--- src/rtl/fb_game_pkg.sv ---
// Shared game-level types and default timing constants for the round controller.
// Timing values are in video frame ticks unless noted otherwise.
package fb_game_pkg;

  typedef enum logic [2:0] {
    IDLE       = 3'd0,
    LEVEL_INIT = 3'd1,
    PLAYING    = 3'd2,
    DYING      = 3'd3,
    GAME_OVER  = 3'd4,
    WIN        = 3'd5
  } game_state_t;

  localparam int FB_FRAMES_PER_SEC   = 60;
  localparam int FB_DEATH_FRAMES     = 90;
  localparam int FB_FLASH_FRAMES     = 8;
  localparam int FB_DOOR_HOLD_FRAMES = 30;
  localparam int FB_ELAPSED_MAX      = 999;

  // Saturating increment for the 10-bit seconds display.
  function automatic logic [9:0] sat_inc_seconds(input logic [9:0] v);
    return (v >= 10'(FB_ELAPSED_MAX)) ? 10'(FB_ELAPSED_MAX) : v + 10'd1;
  endfunction

endpackage

--- src/rtl/edge_detect.sv ---
// Rising-edge detector for a raw level key input.
// Latency: press is combinational from key vs. the key registered one clock earlier.
// Backpressure: none; key_q resets high so a key held through reset is not a press.
module edge_detect (
  input  logic Clk,
  input  logic Reset,
  input  logic key,
  output logic press
);

  logic key_q;

  always_ff @(posedge Clk) begin
    if (Reset) key_q <= 1'b1;
    else       key_q <= key;
  end

  assign press = key & ~key_q;

endmodule

--- src/rtl/round_controller.sv ---
// Round sequencing FSM: idle, level init, play, dying blink, game over, win.
// Latency: state changes one clock after the triggering input; outputs decode the state flops.
// Backpressure: none; frame_tick pulses are counted only by the state active in that cycle.
module round_controller
  import fb_game_pkg::*;
#(
  parameter int FRAMES_PER_SEC   = FB_FRAMES_PER_SEC,
  parameter int DEATH_FRAMES     = FB_DEATH_FRAMES,
  parameter int FLASH_FRAMES     = FB_FLASH_FRAMES,
  parameter int DOOR_HOLD_FRAMES = FB_DOOR_HOLD_FRAMES
) (
  input  logic       Clk,
  input  logic       Reset,
  input  logic       frame_tick,
  input  logic       player1_dead,
  input  logic       player2_dead,
  input  logic       player1_at_door,
  input  logic       player2_at_door,
  input  logic       start_key,
  input  logic       restart_key,
  output logic       hazard_reset,
  output logic [2:0] game_state,
  output logic       freeze,
  output logic       flash_on,
  output logic       win,
  output logic       lose,
  output logic [9:0] elapsed_seconds
);

  game_state_t state;
  logic        start_press;
  logic        restart_press;
  logic        init_cnt;
  logic [15:0] frame_cnt;
  logic [15:0] death_cnt;
  logic [15:0] flash_cnt;
  logic [15:0] door_cnt;
  logic [9:0]  elapsed;
  logic        flash_q;
  logic        any_dead;
  logic        both_at_door;

  assign any_dead     = player1_dead | player2_dead;
  assign both_at_door = player1_at_door & player2_at_door;

  edge_detect u_start_edge (
    .Clk   (Clk),
    .Reset (Reset),
    .key   (start_key),
    .press (start_press)
  );

  edge_detect u_restart_edge (
    .Clk   (Clk),
    .Reset (Reset),
    .key   (restart_key),
    .press (restart_press)
  );

  always_ff @(posedge Clk) begin
    if (Reset) begin
      state     <= IDLE;
      init_cnt  <= 1'b0;
      frame_cnt <= '0;
      death_cnt <= '0;
      flash_cnt <= '0;
      door_cnt  <= '0;
      elapsed   <= '0;
      flash_q   <= 1'b0;
    end else begin
      case (state)
        IDLE: begin
          flash_q <= 1'b0;
          if (start_press) begin
            state    <= LEVEL_INIT;
            init_cnt <= 1'b0;
          end
        end

        LEVEL_INIT: begin
          frame_cnt <= '0;
          death_cnt <= '0;
          flash_cnt <= '0;
          door_cnt  <= '0;
          elapsed   <= '0;
          flash_q   <= 1'b0;
          if (init_cnt) state <= PLAYING;
          else          init_cnt <= 1'b1;
        end

        PLAYING: begin
          if (frame_tick) begin
            if (frame_cnt == 16'(FRAMES_PER_SEC - 1)) begin
              frame_cnt <= '0;
              elapsed   <= sat_inc_seconds(elapsed);
            end else begin
              frame_cnt <= frame_cnt + 16'd1;
            end
          end
          // A death outranks a door win landing in the same cycle.
          if (any_dead) begin
            state     <= DYING;
            death_cnt <= '0;
            flash_cnt <= '0;
            door_cnt  <= '0;
            flash_q   <= 1'b1;
          end else if (!both_at_door) begin
            door_cnt <= '0;
          end else if (frame_tick) begin
            door_cnt <= door_cnt + 16'd1;
            if (door_cnt == 16'(DOOR_HOLD_FRAMES - 1)) state <= WIN;
          end
        end

        DYING: begin
          if (frame_tick) begin
            if (death_cnt == 16'(DEATH_FRAMES - 1)) begin
              state   <= GAME_OVER;
              flash_q <= 1'b0;
            end else begin
              death_cnt <= death_cnt + 16'd1;
              if (flash_cnt == 16'(FLASH_FRAMES - 1)) begin
                flash_cnt <= '0;
                flash_q   <= ~flash_q;
              end else begin
                flash_cnt <= flash_cnt + 16'd1;
              end
            end
          end
        end

        GAME_OVER, WIN: begin
          flash_q <= 1'b0;
          if (restart_press) begin
            state    <= LEVEL_INIT;
            init_cnt <= 1'b0;
          end
        end

        default: begin
          state   <= IDLE;
          flash_q <= 1'b0;
        end
      endcase
    end
  end

  assign game_state      = state;
  assign hazard_reset    = (state == IDLE) || (state == LEVEL_INIT);
  assign freeze          = (state != PLAYING);
  assign win             = (state == WIN);
  assign lose            = (state == GAME_OVER);
  assign flash_on        = flash_q;
  assign elapsed_seconds = elapsed;

endmodule

--- config.mk ---
export PLATFORM = sky130hd
export DESIGN_NAME = round_controller
export DESIGN_NICKNAME = d
export VERILOG_FILES = /design/src/rtl/fb_game_pkg.sv /design/src/rtl/edge_detect.sv /design/src/rtl/round_controller.sv
export SDC_FILE = /design/constraint.sdc
export NUM_CORES = 1
export LEC_CHECK = 0
export ABC_AREA = 1
export BUFFER_PORTS_ARGS = -buffer_cell sky130_fd_sc_hd__buf_2
export CORE_MARGIN = 4
export CORE_UTILIZATION = 40
export CTS_CLUSTER_DIAMETER = 50
export DETAILED_ROUTE_END_ITERATION = 7
export SETUP_SLACK_MARGIN = 0.1
export SYNTH_ARGS = -nofsm -noshare
export SYNTH_HDL_FRONTEND = slang
export SYNTH_SLANG_ARGS = --single-unit
--- constraint.sdc ---
create_clock -name Clk -period 2.9 [get_ports Clk]
set_input_delay 0.29 -clock Clk [delete_from_list [all_inputs] [get_ports Clk]]
set_output_delay 0.29 -clock Clk [all_outputs]
set_load 0.03 [all_outputs]
==> reports/qor.yml, run 1 <==
drt:
  wl_per_cell_um: 12.3
  num_vias: 5064
  drt_iter0_drc: 379
  first_pass_iters: 5
  routed_wl_um: 12800
  routed_via_density: 4.85
  drc_errors: 0
  ant_nets: 0
placed_design:
  dp_cells: 1030
  post-dp-hpwl_um: 9400
  gp_congestion: 0.859
  portBuffers: 26
logic_synthesis:
  synth-seq-cells: 81
  syn-num-nets: 863
  synth_seq_area_share_pct: 31.7
  yosysWarnings: 0
  synth_cell_types: 32
  synth_compound_area_share_pct: 8.70
  yosysTopAreaCellShare_pct: 31.7
  synth_top_family_by_area: "simple AND/OR/NAND/NOR gates"
  synth_xor_area_share_pct: 2.05
  syn_area_per_cell_sq_um: 6.04
  synth_top_area_cell: "dfxtp_1"
  synth_area_leaders: "dfxtp_1, nand2_1, nor2_1"
  synth-simple-area-share_pct: 46.4
  yosys-mux-area-fraction_pct: 0
  synth.cell_area_sq_um: 5120
  postSynthCellCount: 847
  synth_fa_ha_area_share_pct: 1.71
die:
  std_cell_rows: 41
  die_w_um: 121
  start_util_pct: 40.7
  io_pins: 27
  die_area_sq_um: 14700
  die_h_um: 121
  core_area_sq_um: 12600
setup_path:
  cp-end-kind: "flip-flop"
  critPathSlowestCell: "dfxtp_1"
  cp_top_family: "simple AND/OR/NAND/NOR gates"
  crit_fanout: 32
  critPathMaxStageDelay_ps: 500
  arrival_ps: 2540
  cp.buffers_inverters: 3
  path_cells: "inv_4, nand3_4, inv_2, nand2_2, nand2_4, nor2_8, nand2_4, inv_2, nand2_1, a21oi_1"
  cp-start-kind: "flip-flop"
  reg2reg_slack_ps: 640
  path_class: "reg2reg"
  worstPathRequired_ps: 3180
sta:
  tns_ps: 0
  slew_headroom_pct: 70.1
  skew_ps: 5.64
  worst_pin_slew_ps: 447
  drv_slew: 0
  period_share_pct: 77.9
  rsz0062_at_grt: "false"
  finalHoldViolations: 0
  fmax_mhz: 443
  post-route-min-period_ps: 2260
  setup_violations: 0
power_and_ir_drop:
  p_per_area_nw_per_um2: 589
  total_power_w: 0.00335
  ir_drop_mv: 0.286
  p_leak_nw: 2.29
job:
  cap_viol_max_count: 0
final_layout:
  fill_cells: 1355
  areaGrowthSynthToFinish_pct: 11.1
  multi_input_area_sq_um: 3010
  ff_latch_area_sq_um: 1620
  instances_no_fill: 1045
  fin_nets: 885
  diodes: 0
  drive_gt1_share_pct: 8.59
grt:
  first_global_vias: 4645
  grt.total_usage_pct: 18.5
  antenna_found_initial: 0
  grt_max_degree: 34
  overflow: 0
  grt_first_pass_wirelength_um: 22000
clock_tree:
  cts_tree: "yes"
  cts_sinks: 81
  cts_setup_buffers: 0
  cts_resized: 0
  cts_buffers: 9
  clk_pin_slew_worst_paths_ps: 60
  cts-root-buf: "clkbuf_16"
  holdBufCountCts: 0
  clockBufferDepth: 2
  clk_latency_ps: 340
  h-tree-depth: 3
worst_hold_path:
  hp-class: "in2reg"
status:
  outcome: "finished clean"
==> through the flow <==
step / setup WS (ps) / util (%) / hold slack, ps / area [sq um]
final: 641 / 45.2 / 162 / 5690
after CTS: 627 / 45.2 / 149 / 5690
after floorplan: 1050 / - / 397 / 5120
after detailed placement: 646 / 42.9 / 455 / 5390
after global placement: 671 / 42.9 / 457 / 5390
after global routing: 394 / 45.2 / 160 / 5690
==> layer usage <==
layer | global-route usage, % | wire (um) | part of all wire [%] | vias to the layer above
li1 | - | - | - | 2734
met1 | 24.4 | 6240 | 49 | 2248
met2 | 30.5 | 5980 | 47 | 63
met3 | 3.78 | 398 | 3.1 | 19
met4 | 5.88 | 206 | 1.6 | 0
met5 | 0 | 0 | 0 | -
==> report_power, final <==
part	internal (W)	switching (W)
logic	0.000238	0.000734
registers	0.00116	0.0000584
clock network	0.000710	0.000451
==> area by class of cell <==
| class | count | share of cell area (%) |
|---|---|---|
| Tap cell | 172 | 3.78 |
| Inverter | 100 | 6.64 |
| Clock buffer | 13 | 4.58 |
| Clock inverter | 2 | 0.660 |
| Multi-Input combinational cell | 647 | 53.0 |
| Timing Repair Buffer | 30 | 2.82 |
| Sequential cell | 81 | 28.5 |
==> final timing paths <==
kind	from	end	cells after the start
setup / recovery	game_state[2]	death_cnt[6]	10
hold / removal	start_key	u_start_edge.key_q	2
setup reg to reg	game_state[2]	death_cnt[6]	10
hold reg to reg	init_cnt	init_cnt	2
==> state kept, by name, indices dropped and copies added (netlist names) <==
name / count
u_start_edge.key_q: 1
elapsed_seconds: 10
game_state: 3
frame_cnt: 16
door_cnt: 16
death_cnt: 16
flash_cnt: 16
u_restart_edge.key_q: 1
flash_on: 1
init_cnt: 1
==> cell usage after synthesis <==
cell	instances
o21bai_1	5
nor3b_1	5
nand4_1	21
nand2_1	231
nor2_2	1
nor2_8	1
buf_4	4
o21ai_2	1
nor3_4	1
or2_2	3
nor3_1	18
inv_1	94
nand2_4	4
nor2_1	171
nor3b_2	1
xor2_1	12
inv_2	5
nand3b_1	4
buf_2	3
nor2_4	2
buf_6	2
a31o_2	1
a21oi_1	54
nand3_1	69
inv_4	1
o21ai_0	22
nand3_4	2
clkbuf_1	10
dfxtp_1	81
o21ai_1	2
nand2_2	9
ha_1	7
==> cells in the final DEF (no fill, tap or decap) <==
| master | count |
|---|---|
| a21oi_1 | 54 |
| a31o_2 | 1 |
| buf_2 | 26 |
| buf_4 | 4 |
| bufinv_16 | 1 |
| clkbuf_1 | 2 |
| clkbuf_16 | 9 |
| clkbuf_8 | 2 |
| clkinvlp_4 | 1 |
| dfxtp_1 | 81 |
| ha_1 | 7 |
| inv_1 | 94 |
| inv_2 | 5 |
| inv_4 | 1 |
| nand2_1 | 231 |
| nand2_2 | 9 |
| nand2_4 | 4 |
| nand3_1 | 69 |
| nand3_4 | 2 |
| nand3b_1 | 4 |
| nand4_1 | 21 |
| nor2_1 | 171 |
| nor2_2 | 1 |
| nor2_4 | 2 |
| nor2_8 | 1 |
| nor3_1 | 18 |
| nor3_4 | 1 |
| nor3b_1 | 5 |
| nor3b_2 | 1 |
| o21ai_0 | 22 |
| o21ai_1 | 2 |
| o21ai_2 | 1 |
| o21bai_1 | 5 |
| or2_2 | 3 |
| xor2_1 | 12 |
==> logic make-up after synthesis <==
logic type	count (synthesis)
xor+xnor	12
buf+inv	119
compound gates	85
fa+ha+maj	7
flops	81
simple gates	543
No activity file was read; power rests on OpenSTA's default activity.
==> inputs of run 2 (changes only) <==
Settings changed: ABC_AREA 1 to 0.
Clock period 2.9 ns to 2.1 ns, I/O delays scaled along.
==> run 2 against run 1 <==
Compared with the run above: core utilization up 4.7 points; wire length down 14%; sequential share of layout area up 2.8 points; largest power group is now combinational cells; critical path type unchanged; global-route usage down 1.3 points; sequential power up 47%; combinational power up 100%; final area down 7.7%; final cell count down 29%; sequential cell count unchanged; non-clock buffer count up 38; setup slack worse by 510 ps; power up 48%.
==> reports/qor.yml, run 2 <==
drt:
  ant_nets: 0  # unchanged
  drc_errors: 0  # unchanged
  routed_wl_um: 11100  # -14%
  drt_iter0_drc: 309  # -18%
  wl_per_cell_um: 15.0  # +22%
  first_pass_iters: 4  # -1
  num_vias: 4232  # -16%
  routed_via_density: 5.71  # +18%
die:
  die_area_sq_um: 12700  # -14%
  die_w_um: 113  # -7.0%
  io_pins: 27  # unchanged
  std_cell_rows: 37  # -9.8%
  start_util_pct: 41.6  # +0.92 points
  core_area_sq_um: 10500  # -16%
  die_h_um: 113  # -7.0%
job:
  cap_viol_max_count: 0  # unchanged
final_layout:
  fin_area_sq_um: 5250  # -7.7%
  multi_input_area_sq_um: 2710  # -10%
  ff_latch_area_sq_um: 1640  # +1.4%
  areaGrowthSynthToFinish_pct: 19.9
  fin_nets: 616  # -30%
  diodes: 0  # unchanged
  final_cell_mix: "dfxtp_1, nor2_1, nand3_1"
  fill_cells: 1008  # -26%
  drive_gt1_share_pct: 22.1  # +14 points
  mostFrequentLayoutCell: "dfxtp_1"
grt:
  overflow: 0  # unchanged
  grt_first_pass_wirelength_um: 18300  # -17%
  grt_max_degree: 19  # -44%
  antenna_found_initial: 0  # unchanged
  grt.total_usage_pct: 17.2  # -1.3 points
  first_global_vias: 3828  # -18%
sta:
  slew_headroom_pct: 46.4  # -24 points
  drv_slew: 0  # unchanged
  setup_violations: 0  # unchanged
  finalHoldViolations: 0  # unchanged
  post-route-min-period_ps: 1970  # -288 ps
  worst_pin_slew_ps: 784  # +337 ps
  rsz0062_at_grt: "true"
  fmax_mhz: 507  # +15%
  skew_ps: 7.56  # +1.93 ps
  period_share_pct: 93.9  # +16 points
  tns_ps: 0  # unchanged
logic_synthesis:
  synth_seq_area_share_pct: 37.0  # +5.4 points
  synth-seq-cells: 81  # unchanged
  synth_xor_area_share_pct: 5.60  # +3.5 points
  synth_top_area_cell: "dfxtp_1"
  yosys-mux-area-fraction_pct: 0.915  # +0.91 points
  yosysTopAreaCellShare_pct: 37.0  # +5.4 points
  synth-simple-area-share_pct: 33.3  # -13 points
  synth-async-reset-ratio_pct: 0  # unchanged
  synth_fa_ha_area_share_pct: 2.00  # +0.29 points
  synth.cell_area_sq_um: 4380  # -14%
  synth-edff-count: 0  # unchanged
  syn-num-nets: 563  # -35%
  synth_area_leaders: "dfxtp_1, nand3_1, nor2_1"
  synth_compound_area_share_pct: 16.6  # +7.9 points
  ys.flop_type: "dfxtp_1"
  syn_area_per_cell_sq_um: 8.00  # +32%
  synth_cell_types: 60  # +88%
  yosysWarnings: 0  # unchanged
  postSynthCellCount: 547  # -35%
  ys_top_cells_by_count: "dfxtp_1, nor2_1, nand3_1"
  yosysMostFrequentCell: "dfxtp_1"
  synth_top_family_by_area: "simple AND/OR/NAND/NOR gates"
setup_path:
  rr_startpoint: "death_cnt[1]"
  path_cells: "inv_1, ha_2, and3_1, nand4_1, buf_4, o21ai_4, buf_6, or4_4, o211ai_1"
  startpoint: "death_cnt[1]"
  critPathMaxStageDelay_ps: 490  # about the same
  reg2reg_slack_ps: 130  # -510 ps
  cp-start-kind: "flip-flop"
  arrival_ps: 2250  # -290 ps
  crit_fanout: 7  # -78%
  critPathSlowestCell: "or4_4"
  cp-end-kind: "flip-flop"
  path_class: "reg2reg"
  worstPathRequired_ps: 2380  # -800 ps
status:
  outcome: "finished clean"
power_and_ir_drop:
  ir_drop_mv: 0.436  # +53%
  p_per_area_nw_per_um2: 944  # +60%
  p_leak_nw: 1.84  # -20%
clock_tree:
  cts_tree: "yes"
  clockBufferDepth: 2  # unchanged
  clk_latency_ps: 360  # +20 ps
  clk_pin_slew_worst_paths_ps: 80  # +20 ps
  cts-root-buf: "clkbuf_8"
  h-tree-depth: 3  # unchanged
  cts_sinks: 81  # unchanged
  cts_buffers: 9  # unchanged
placed_design:
  gp_congestion: 0.857  # -0.21%
  post-dp-hpwl_um: 7630  # -19%
  portBuffers: 26  # unchanged
  placed_area_sq_um: 4800  # -11%
worst_hold_path:
  holdCritStartpoint: "start_key"
  hp-class: "in2reg"
run 2: timing repair:
item | 4_1_cts | 5_1_grt
hold buffers | 0 | 0
gates cloned | 0 | 2
endpoints found under the setup margin | 21 | 63
pin swaps | 0 | 13
gates resized for setup | 5 | 40
buffers inserted | 0 | 8
run 2: per-layer routing:
layer	vias to the layer above	share of wire, %	track usage, %
met1	2008	49	23.6
met3	14	4.7	3.99
met4	0	1.7	7.29
met2	78	44	26.0
li1	2132	-	-
met5	-	0	0
run 2: worst max-delay path: cells and delay by family (launching register included):
kind,cells,cell delay [ps]
DFF,1,350
buffers and inverters,3,370
and+or+nand+nor,3,820
adders and majority gates,1,150
AOI/OAI and AO/OA,2,200
run 2: through the flow:
| stage | hold WS (ps) | std cells | util (%) | setup WS (ps) | power, W |
|---|---|---|---|---|---|
| after floorplan | 317 | 547 | - | 87.5 | 0.00297 |
| after global placement | 430 | 715 | 45.7 | 102 | 0.00347 |
| after detailed placement | 440 | 715 | 45.7 | 22.2 | 0.00350 |
| after CTS | 53.7 | 731 | 47.9 | 55.6 | 0.00475 |
| after global routing | 39.5 | 741 | 49.9 | 27.3 | 0.00528 |
| final | 70.1 | 741 | 49.9 | 129 | 0.00496 |
run 2: final timing paths:
path	cells past startpoint	to
setup / recovery	9	flash_cnt[15]
hold / removal	2	u_start_edge.key_q
setup reg to reg	9	flash_cnt[15]
hold reg to reg	2	init_cnt
run 2: cell families (layout without fill, tap and decap cells):
group	count (synthesis)	count (layout)
AND/OR/NAND/NOR	271	271
multiplexers	4	4
XOR/XNOR	28	28
buffers and inverters	45	102
AO/OA/AOI/OAI	111	112
adder cells (fa/ha/maj)	7	7
flip-flops	81	81
run 2: power breakdown:
part / leakage, nW / total (W) / switching (W) / internal (W)
Combinational: 1.07 / 0.00196 / 0.00118 / 0.000776
Sequential: 0.660 / 0.00178 / 0.000156 / 0.00163
Clock: 0.107 / 0.00122 / 0.000568 / 0.000647
Total: 1.84 / 0.00496 / 0.00190 / 0.00305
run 2: layout make-up:
class / count / area share (%)
Timing Repair Buffer: 68 / 8.65
Clock inverter: 2 / 0.667
Tap cell: 136 / 3.24
Clock buffer: 14 / 3.29
Inverter: 18 / 1.29
Multi-Input combinational cell: 422 / 51.5
Sequential cell: 81 / 31.3
